--- config.mk ---
export PLATFORM = sky130hd
export DESIGN_NAME = pipe_stage
export DESIGN_NICKNAME = d
export VERILOG_FILES = /design/src/rtl/r200_pkg.sv /design/src/rtl/pipe_sat_cnt.sv /design/src/rtl/pipe_stage.sv
export SDC_FILE = /design/constraint.sdc
export NUM_CORES = 1
export LEC_CHECK = 0
export CAP_MARGIN = 20
export CORE_ASPECT_RATIO = 0.8
export CORE_MARGIN = 10
export CORE_UTILIZATION = 55
export CTS_BUF_LIST = sky130_fd_sc_hd__clkbuf_8
export CTS_CLUSTER_DIAMETER = 30
export CTS_CLUSTER_SIZE = 10
export DETAILED_ROUTE_END_ITERATION = 8
export PLACE_DENSITY = 0.94
export RECOVER_POWER = 50
export SETUP_SLACK_MARGIN = 0.15
export SYNTH_ARGS = -nofsm -noshare
export SYNTH_HDL_FRONTEND = slang
export SYNTH_SLANG_ARGS = --single-unit
--- constraint.sdc ---
create_clock -name clk -period 5.4 [get_ports clk]
set_clock_uncertainty 0.2 [all_clocks]
set_input_delay 0.81 -clock clk [delete_from_list [all_inputs] [get_ports clk]]
set_output_delay 0.81 -clock clk [all_outputs]
set_load 0.05 [all_outputs]
--- src/rtl/r200_pkg.sv ---
// r200 shared definitions: datapath widths, writeback select
// encodings and per-boundary stage payload widths.
package r200_pkg;

  localparam int XLEN      = 32;
  localparam int REGADDR_W = 5;

  typedef enum logic [1:0] {
    WB_ALU  = 2'd0,
    WB_MEM  = 2'd1,
    WB_PCP4 = 2'd2
  } wbsel_e;

  localparam int WBSEL_W = $bits(wbsel_e);

  // pc + instr
  localparam int IFID_W  = 2 * XLEN;
  // pc, rs1/rs2 values, imm, rd, wbsel
  localparam int IDEX_W  = 4 * XLEN + REGADDR_W + WBSEL_W;
  // alu result, store data, pc+4, rd, wbsel
  localparam int EXMEM_W = 3 * XLEN + REGADDR_W + WBSEL_W;
  // writeback value, rd
  localparam int MEMWB_W = XLEN + REGADDR_W;

endpackage

--- src/rtl/pipe_sat_cnt.sv ---
// Saturating event counter with enable and async active-high reset.
// Only built when PIPE_STAGE_PERF_EN is defined.
`ifdef PIPE_STAGE_PERF_EN
module pipe_sat_cnt #(
  parameter int CNTW = 16
) (
  input  logic            i_clk,
  input  logic            i_rst,
  input  logic            i_en,
  output logic [CNTW-1:0] o_cnt
);

  logic [CNTW-1:0] r_cnt;

  // count enabled events, stick at all-ones
  always_ff @(posedge i_clk or posedge i_rst) begin
    if (i_rst)
      r_cnt <= '0;
    else if (i_en && (r_cnt != '1))
      r_cnt <= r_cnt + 1'b1;
  end

  assign o_cnt = r_cnt;

endmodule
`endif

--- src/rtl/pipe_stage.sv ---
// Pipeline stage register: valid/ready, 2-entry skid, flush, occupancy.
// PIPE_STAGE_PERF_EN adds stall/flush saturating perf counters.
module pipe_stage
  import r200_pkg::*;
#(
  parameter int               WIDTH   = XLEN,
  parameter logic [WIDTH-1:0] RST_VAL = '0
`ifdef PIPE_STAGE_PERF_EN
  ,
  parameter int               CNTW    = 16
`endif
) (
  input  logic             clk,
  input  logic             rst,
  input  logic             in_valid,
  output logic             in_ready,
  input  logic [WIDTH-1:0] in_data,
  output logic             out_valid,
  input  logic             out_ready,
  output logic [WIDTH-1:0] out_data,
  input  logic             flush,
  output logic [1:0]       occ
`ifdef PIPE_STAGE_PERF_EN
  ,
  output logic [CNTW-1:0]  stall_cnt,
  output logic [CNTW-1:0]  flush_cnt
`endif
);

  logic             r_out_valid;
  logic [WIDTH-1:0] r_out_data;
  logic             r_skid_valid;
  logic [WIDTH-1:0] r_skid_data;
  logic             r_in_ready;
  logic [1:0]       r_occ;

  logic w_acc;
  logic w_main_free;
  logic w_ov_n;
  logic w_sv_n;
  logic w_ld_main_skid;
  logic w_ld_main_in;
  logic w_ld_skid;

  assign w_acc       = in_valid && r_in_ready;
  assign w_main_free = !r_out_valid || out_ready;

  // next occupancy and which register loads what
  always_comb begin
    w_ov_n         = r_out_valid;
    w_sv_n         = r_skid_valid;
    w_ld_main_skid = 1'b0;
    w_ld_main_in   = 1'b0;
    w_ld_skid      = 1'b0;
    if (flush) begin
      w_ov_n = 1'b0;
      w_sv_n = 1'b0;
    end else if (w_main_free) begin
      if (r_skid_valid) begin
        w_ld_main_skid = 1'b1;
        w_ov_n         = 1'b1;
        w_sv_n         = 1'b0;
      end else if (w_acc) begin
        w_ld_main_in = 1'b1;
        w_ov_n       = 1'b1;
      end else begin
        w_ov_n = 1'b0;
      end
    end else if (w_acc) begin
      w_ld_skid = 1'b1;
      w_sv_n    = 1'b1;
    end
  end

  // valid flags; in_ready/occ registered from next state
  always_ff @(posedge clk or posedge rst) begin
    if (rst) begin
      r_out_valid  <= 1'b0;
      r_skid_valid <= 1'b0;
      r_in_ready   <= 1'b1;
      r_occ        <= 2'd0;
    end else begin
      r_out_valid  <= w_ov_n;
      r_skid_valid <= w_sv_n;
      r_in_ready   <= !w_sv_n;
      r_occ        <= {1'b0, w_ov_n} + {1'b0, w_sv_n};
    end
  end

  // payload registers; flush leaves contents alone
  always_ff @(posedge clk or posedge rst) begin
    if (rst) begin
      r_out_data  <= RST_VAL;
      r_skid_data <= '0;
    end else begin
      if (w_ld_main_skid)
        r_out_data <= r_skid_data;
      else if (w_ld_main_in)
        r_out_data <= in_data;
      if (w_ld_skid)
        r_skid_data <= in_data;
    end
  end

  assign in_ready  = r_in_ready;
  assign out_valid = r_out_valid;
  assign out_data  = r_out_data;
  assign occ       = r_occ;

`ifdef PIPE_STAGE_PERF_EN
  logic w_stall_ev;
  logic w_flush_ev;

  assign w_stall_ev = r_out_valid && !out_ready;
  assign w_flush_ev = flush && (r_occ != 2'd0);

  pipe_sat_cnt #(.CNTW(CNTW)) u_stall_cnt (
    .i_clk (clk),
    .i_rst (rst),
    .i_en  (w_stall_ev),
    .o_cnt (stall_cnt)
  );

  pipe_sat_cnt #(.CNTW(CNTW)) u_flush_cnt (
    .i_clk (clk),
    .i_rst (rst),
    .i_en  (w_flush_ev),
    .o_cnt (flush_cnt)
  );
`endif

endmodule

==> impl_results.md <==
- Final setup viols: 0
- Post-synth top area cell: dfrtp_1
- Met1 usage: between 10% and 20%
- TritonCTS Buffers: 9
- Synthesized area: 0.00300 sq mm
- Sequential fraction of the synthesis area: a little under three fifths
- Ports: 73
- Max-slew violation count: 33
- Worst slew pin tran: 1.84 ns
- Grt ovf: 0
- Final wirelength: 6380 um
- Placed cell count: 314
- Post-synthesis cell type count: 16
- Relative slew margins: -22.5%
- Layout cell share with drive strength beyond 1: 41.8%
- Top-count cell post-synth: mux2_2
- Final hold vios: 0
- Gr busiest metal: met2
- Mean Syn Cell Area: 16.1 sq um
- YS warnings: 0
- Final design utilization: 76.5%
- Post-synth EDFFs: 0
- Initial antenna violation count: 0
- Fmax: 289 MHz
- Skew-Pair Late Insertion Delay: 0.34 ns
- Clock Sinks: 69
- Slowest stage delay, CP: 1.35 ns
- Pre-CTS setup slack: 2.28 ns
- CTS root buffer: clkbuf_8
- Post-CTS Setup Bufs: 0
- Final worst slack: a little under 2 ns
- Row cnt: 23
- Fin cells: 330
- Detail Route Antenna Nets: 0
- CP Data Required Time: between 5 and 6 ns
- Syn nets: 224
- CTS max path bufs: 2
- Global-route usage over all layers: around 15%
- Crit start category: input port
- Synthesis-to-layout area growth: 31.3%
- Kind of critical path: in -> reg
- FF+latch count, synth: a little under 70
- Vias in the first global route: 2003
- First-pass GRT wire length: 10200 um
- Post-CTS resize count: 0
- DR vias/cell: 5.29
- Fill cells: roughly 330
- Chip Height: 86.1 um
- Pre-antenna DRT Iters: 4
- Status: finished with violations
- Leakage Power: ~0.0017 uW
- Largest net degree at the start of global routing: 70
- Slowest cell on crit path: clkbuf_1
- Max-cap check violation count: 1
- Max FO, Critical Path: 32
- Final Wtd Congestion: 0.725
- Async set-reset flop share out of synthesis: 100%
- Initial DRC count: 23
- Buffers added on ports: between 70 and 80
- Hpwl dp: about 4500 um
- Wirelength per Cell: 19.3 um
- Ys flop type: dfrtp_1
- Crit-path cells: dlygate4sd3_1 -> nand2_1 -> nor3_1 -> clkbuf_1 -> mux2_2
- CTS tree: done
- Final period util: 64.1%
- Peak supply drop: 351 uV
- CP endpoint kind: flip-flop
- Power Dens Cells: 412 mW/mm^2
- Setup_tns: 0 ns
- RSZ-0062 raised after global routing: no
- Cts hold-fix bufs: 0
- Clk slew on worst S/H paths: 0.07 ns
- Top cells by area, synth: dfrtp_1, mux2_2, buf_6, mux2_1, nor3_4
- HP Class: reg -> reg
- Crit path time final: 3.46 ns
- Arrival time at the worst endpoint: roughly 3.5 ns
- Ant. Diodes: 0
- Final nets: 301
- Initial Util: between 50% and 60%
- GR Util met2: 26.1%
- Synth Instances: 186
- CTS HTree Levels: 3
- Commonest cells post-synth: mux2_2, dfrtp_1, buf_6
- Core box area: 0.00515 sq mm
- Vias: 1745
- GR Layer Usage met3: 6.50%
- Die ar.: 0.00883 sq mm
- Failing checks: capacitance limit, slew limit
- Die width: 103 um
- Residual DRC: 0
- Area share of the largest cell type after synthesis: around 57%
==> path summary, 6_finish.rpt <==
check / from / endpoint / slack, ns / depth (start not counted)
max: in_valid / r_skid_data[9] / 1.94 / 5
min: r_skid_data[26] / r_skid_data[26] / 0.29 / 1
max reg2reg: in_ready / r_skid_data[9] / 2.43 / 4
min reg2reg: r_skid_data[26] / r_skid_data[26] / 0.29 / 1
max in group asynchronous: rst / out_data[7] / 3.49 / 3
min in group asynchronous: rst / r_skid_data[14] / 0.95 / 3
==> through the flow <==
step	hold WS, ns	total power [uW]	area (sq um)
after floorplan	0.252	995	3000
after global placement	0.261	1150	3730
after detailed placement	0.273	1170	3730
after CTS	0.289	1650	3960
after global routing	0.305	1690	3940
final	0.289	1620	3940
==> cells by family (layout without fill, tap and decap cells) <==
group,Yosys count,after routing,share of synthesized area [%]
muxes,96,96,36.0
DFF,69,69,57.6
buffers and inverters,12,94,3.42
and+or+nand+nor,6,6,2.09
AOI/OAI and AO/OA,2,2,0.459
adders and majority gates,1,1,0.417
==> where the power goes <==
part | leakage, uW | internal [uW] | switching [uW]
Clock | 0.000121 | 282 | 187
Combinational | 0.000705 | 203 | 264
Sequential | 0.000833 | 629 | 56.6
==> cell type report <==
| type | instances | area, sq um | area share, % |
|---|---|---|---|
| repair buffers | 76 | 747 | 19.0 |
| flip-flops and latches | 69 | 1730 | 43.9 |
| well taps | 62 | 77.6 | 1.97 |
| clock buffers | 11 | 151 | 3.84 |
| clock inverters | 5 | 73.8 | 1.87 |
| inverters | 2 | 7.51 | 0.191 |
| multi-input cells | 105 | 1150 | 29.3 |
==> cell usage in the layout, fill, tap and decap left out, drive strengths merged, types with 2 or more instances in the layout <==
master and n:
buf 3, nor3 2, a21oi 2, bufinv 2
clkbuf 12, clkdlybuf4s50 70, mux2 96, clkinv 3
dlygate4sd3 2, dfrtp 68, inv 2
==> worst max-delay path: cells and delay by family <==
| family | cells | cell delay [ns] |
|---|---|---|
| buffers and inverters | 2 | 1.90 |
| multiplexers | 1 | 0.45 |
| AND/OR/NAND/NOR | 2 | 0.29 |
==> metal layers <==
| layer | wire [um] | part of all wire [%] |
|---|---|---|
| met5 | 0 | 0 |
| met4 | 97 | 1.5 |
| met3 | 499 | 7.8 |
| met2 | 3280 | 51 |
| met1 | 2500 | 39 |
==> flip-flops by register name (all words and copies together), names as in the netlist <==
| register | count |
|---|---|
| in_ready | 1 |
| occ | 2 |
| out_data | 32 |
| out_valid | 1 |
| r_skid_data | 32 |
| r_skid_valid | 1 |
(Power assumes the default switching activity.)
==> variant, RTL diff (same settings) <==
The option `PIPE_STAGE_PERF_EN` is turned on by a define.
--- a/src/rtl/pipe_sat_cnt.sv
+++ b/src/rtl/pipe_sat_cnt.sv
@@ -2,2 +2,4 @@
 // Only built when PIPE_STAGE_PERF_EN is defined.
+`define PIPE_STAGE_PERF_EN
+
 `ifdef PIPE_STAGE_PERF_EN
Behaviour (old outputs only; new: flush_cnt and stall_cnt): unchanged (Yosys induction, for registers that start in step).
==> variant against the original RTL <==
  * Design area rose by 45%
  * The flow still finishes with violations (max-capacitance violations, max-slew violations)
  * Synthesized area rose by 47%
  * Wire length rose by 63%
  * Maximum frequency rose by 0.57%
  * Sequential power rose by 47%
  * Combinational power rose by 49%
  * Sequential share of layout area rose by 0.32 points
  * Total power rose by 34%
  * Synthesized cell count rose by 99%
  * Via count rose by 87%
  * Sequential cell count rose by 32
  * Non-clock buffer count rose by 32
  * Setup slack improved by 0.020 ns
==> variant: results (changes against the original RTL) <==
| Metric | This run | Change |
| --- | --- | --- |
| Drt first-iter violations | 247 | +970% |
| Worst path arrival time | 3.73 ns | +0.25 ns |
| Area post-placement | 5550 µm² | +49% |
| Global-route wire length before repair | 16900 µm | +66% |
| Count of final max-slew check failures | 71 | +120% |
| Sw Ratio | 0.369 | +0.0554 |
| Cells resized by post-CTS repair | 0 | unchanged |
| Number of distinct library cell variants in the gate-level netlist after synthesis | 41 | +25 |
| Port bufs | 104 | +44% |
| Status | finished with violations |  |
| Startpoint of the most critical hold path | u_flush_cnt.o_cnt[15] |  |
| Largest net degree at the start of global routing | 71 | +1.4% |
| HPWL reported at the end of detailed placement | 7500 µm | +68% |
| Startpoint of the most critical register-to-register path | u_stall_cnt.o_cnt[13] |  |
| Synth Warn # | 0 | unchanged |
| Worst setup path start | rst |  |
| Number of placed cells counting well taps | 571 | +82% |
| Total routing usage reported by global routing | 0.170 | +0.0184 |
| Clock input transition at the sequential cells of the worst setup and hold paths | 0.09 ns | +0.02 ns |
| Synthesized area per cell | 11.9 µm² | -26% |
| CTS Buf Count | 9 | unchanged |
| Largest driver fanout on the critical path | 70 | +120% |
| Register-to-Register Setup Slack | 3.05 ns | +0.62 ns |
| Via count of the first global-routing pass | 3434 | +71% |
| Synth area leaders | dfrtp_1 (57%), mux2_2 (10%), mux2i_1 (7.3%) |  |
| Number of maximum-capacitance violations | 1 | unchanged |
| Net count after synthesis | 410 | +83% |
| Routed length per placed instance | 17.8 µm | -8.2% |
| Async set-or-reset flop fraction in the synthesized netlist | 1.00 | unchanged |
| Maximum frequency from static timing analysis | 0.291 GHz | +0.57% |
| Worst Max-Slew Pin Slew | 3.04 ns | +1.20 ns |
| Share of final-layout standard cells stronger than drive strength 1 | 0.138 | -0.280 |
| Total via count after detailed routing | 3257 | +87% |
| Detail-routed via count per cell | 5.55 | +4.9% |
| Hold Worst Slack | 0.304 ns | +0.0146 ns |
| Net count reported at finish | 513 | +70% |
| Violated checks | max-capacitance violations, max-slew violations |  |
| Final weighted congestion of routability-driven global placement | 0.794 | +9.5% |
| Place WS | 2.47 ns | +0.185 ns |
| Number of detailed-route iterations in the first pass | 5 | +1 |
| Worst voltage drop across the vdd grid | 0.407 mV | +16% |
| Leakage component of the power | 2.58 nW | +56% |
| Ranking of synthesized cells by instance count | dfrtp_1 (100), nor2_1 (42), a21oi_1 (39), mux2_2 (39), mux2i_1 (32) |  |
| Buffer cell driving the clock tree root | clkbuf_8 |  |
| Share of the yosys chip area belonging to registers | 0.574 | -0.00224 |
[variant: final timing paths]
| kind | end | cells after the start |
|---|---|---|
| min reg2reg | u_flush_cnt.o_cnt[15] | 1 |
| min in group asynchronous | u_stall_cnt.o_cnt[11] | 2 |
| max in group clk | u_stall_cnt.o_cnt[15] | 5 |
| max reg2reg | u_stall_cnt.o_cnt[1] | 4 |
| min | u_flush_cnt.o_cnt[15] | 1 |
| max | u_stall_cnt.o_cnt[3] | 3 |
[variant: logic make-up after synthesis]
kind of cell / Yosys count / synth area share
AOI/OAI and AO/OA: 52 / 0.0670
xor gates and xnor gates: 18 / 0.0358
adders and majority gates: 2 / 0.00568
buffers and inverters: 23 / 0.0233
DFF: 101 / 0.574
muxes: 72 / 0.176
and+or+nand+nor: 103 / 0.119
[variant: worst max-delay path, stage by stage]
cell and delay [ns]:
dlygate4sd3_1 0.55, clkinvlp_2 1.73, buf_4 0.61
[variant: power by group through the flow]
stage,Combinational (mW),Clock (mW),Sequential [mW]
CTS,0.714,0.478,1.01
global placement,0.694,0,1.01
finish,0.699,0.466,1.01
floorplan,0.189,0,1.27
detailed placement,0.712,0,1.02
global route,0.738,0.511,1.03
[variant: cell type report]
| type | instances | area [µm²] |
|---|---|---|
| tap | 108 | 135 |
| clock buffer | 9 | 124 |
| sequential | 101 | 2530 |
| timing repair buffer | 108 | 1070 |
| inverter | 7 | 27.5 |
| multi-input combinational | 247 | 1770 |
| fill | 531 | 2150 |
| clock inverter | 7 | 67.6 |
[variant: layer usage]
layer / global-route usage / vias up / share of wire
met5: 0 / - / 0
met2: 0.293 / 86 / 0.51
met4: 0.0500 / 0 / 0.0064
li1: - / 1513 / -
met1: 0.199 / 1650 / 0.42
met3: 0.0589 / 8 / 0.067
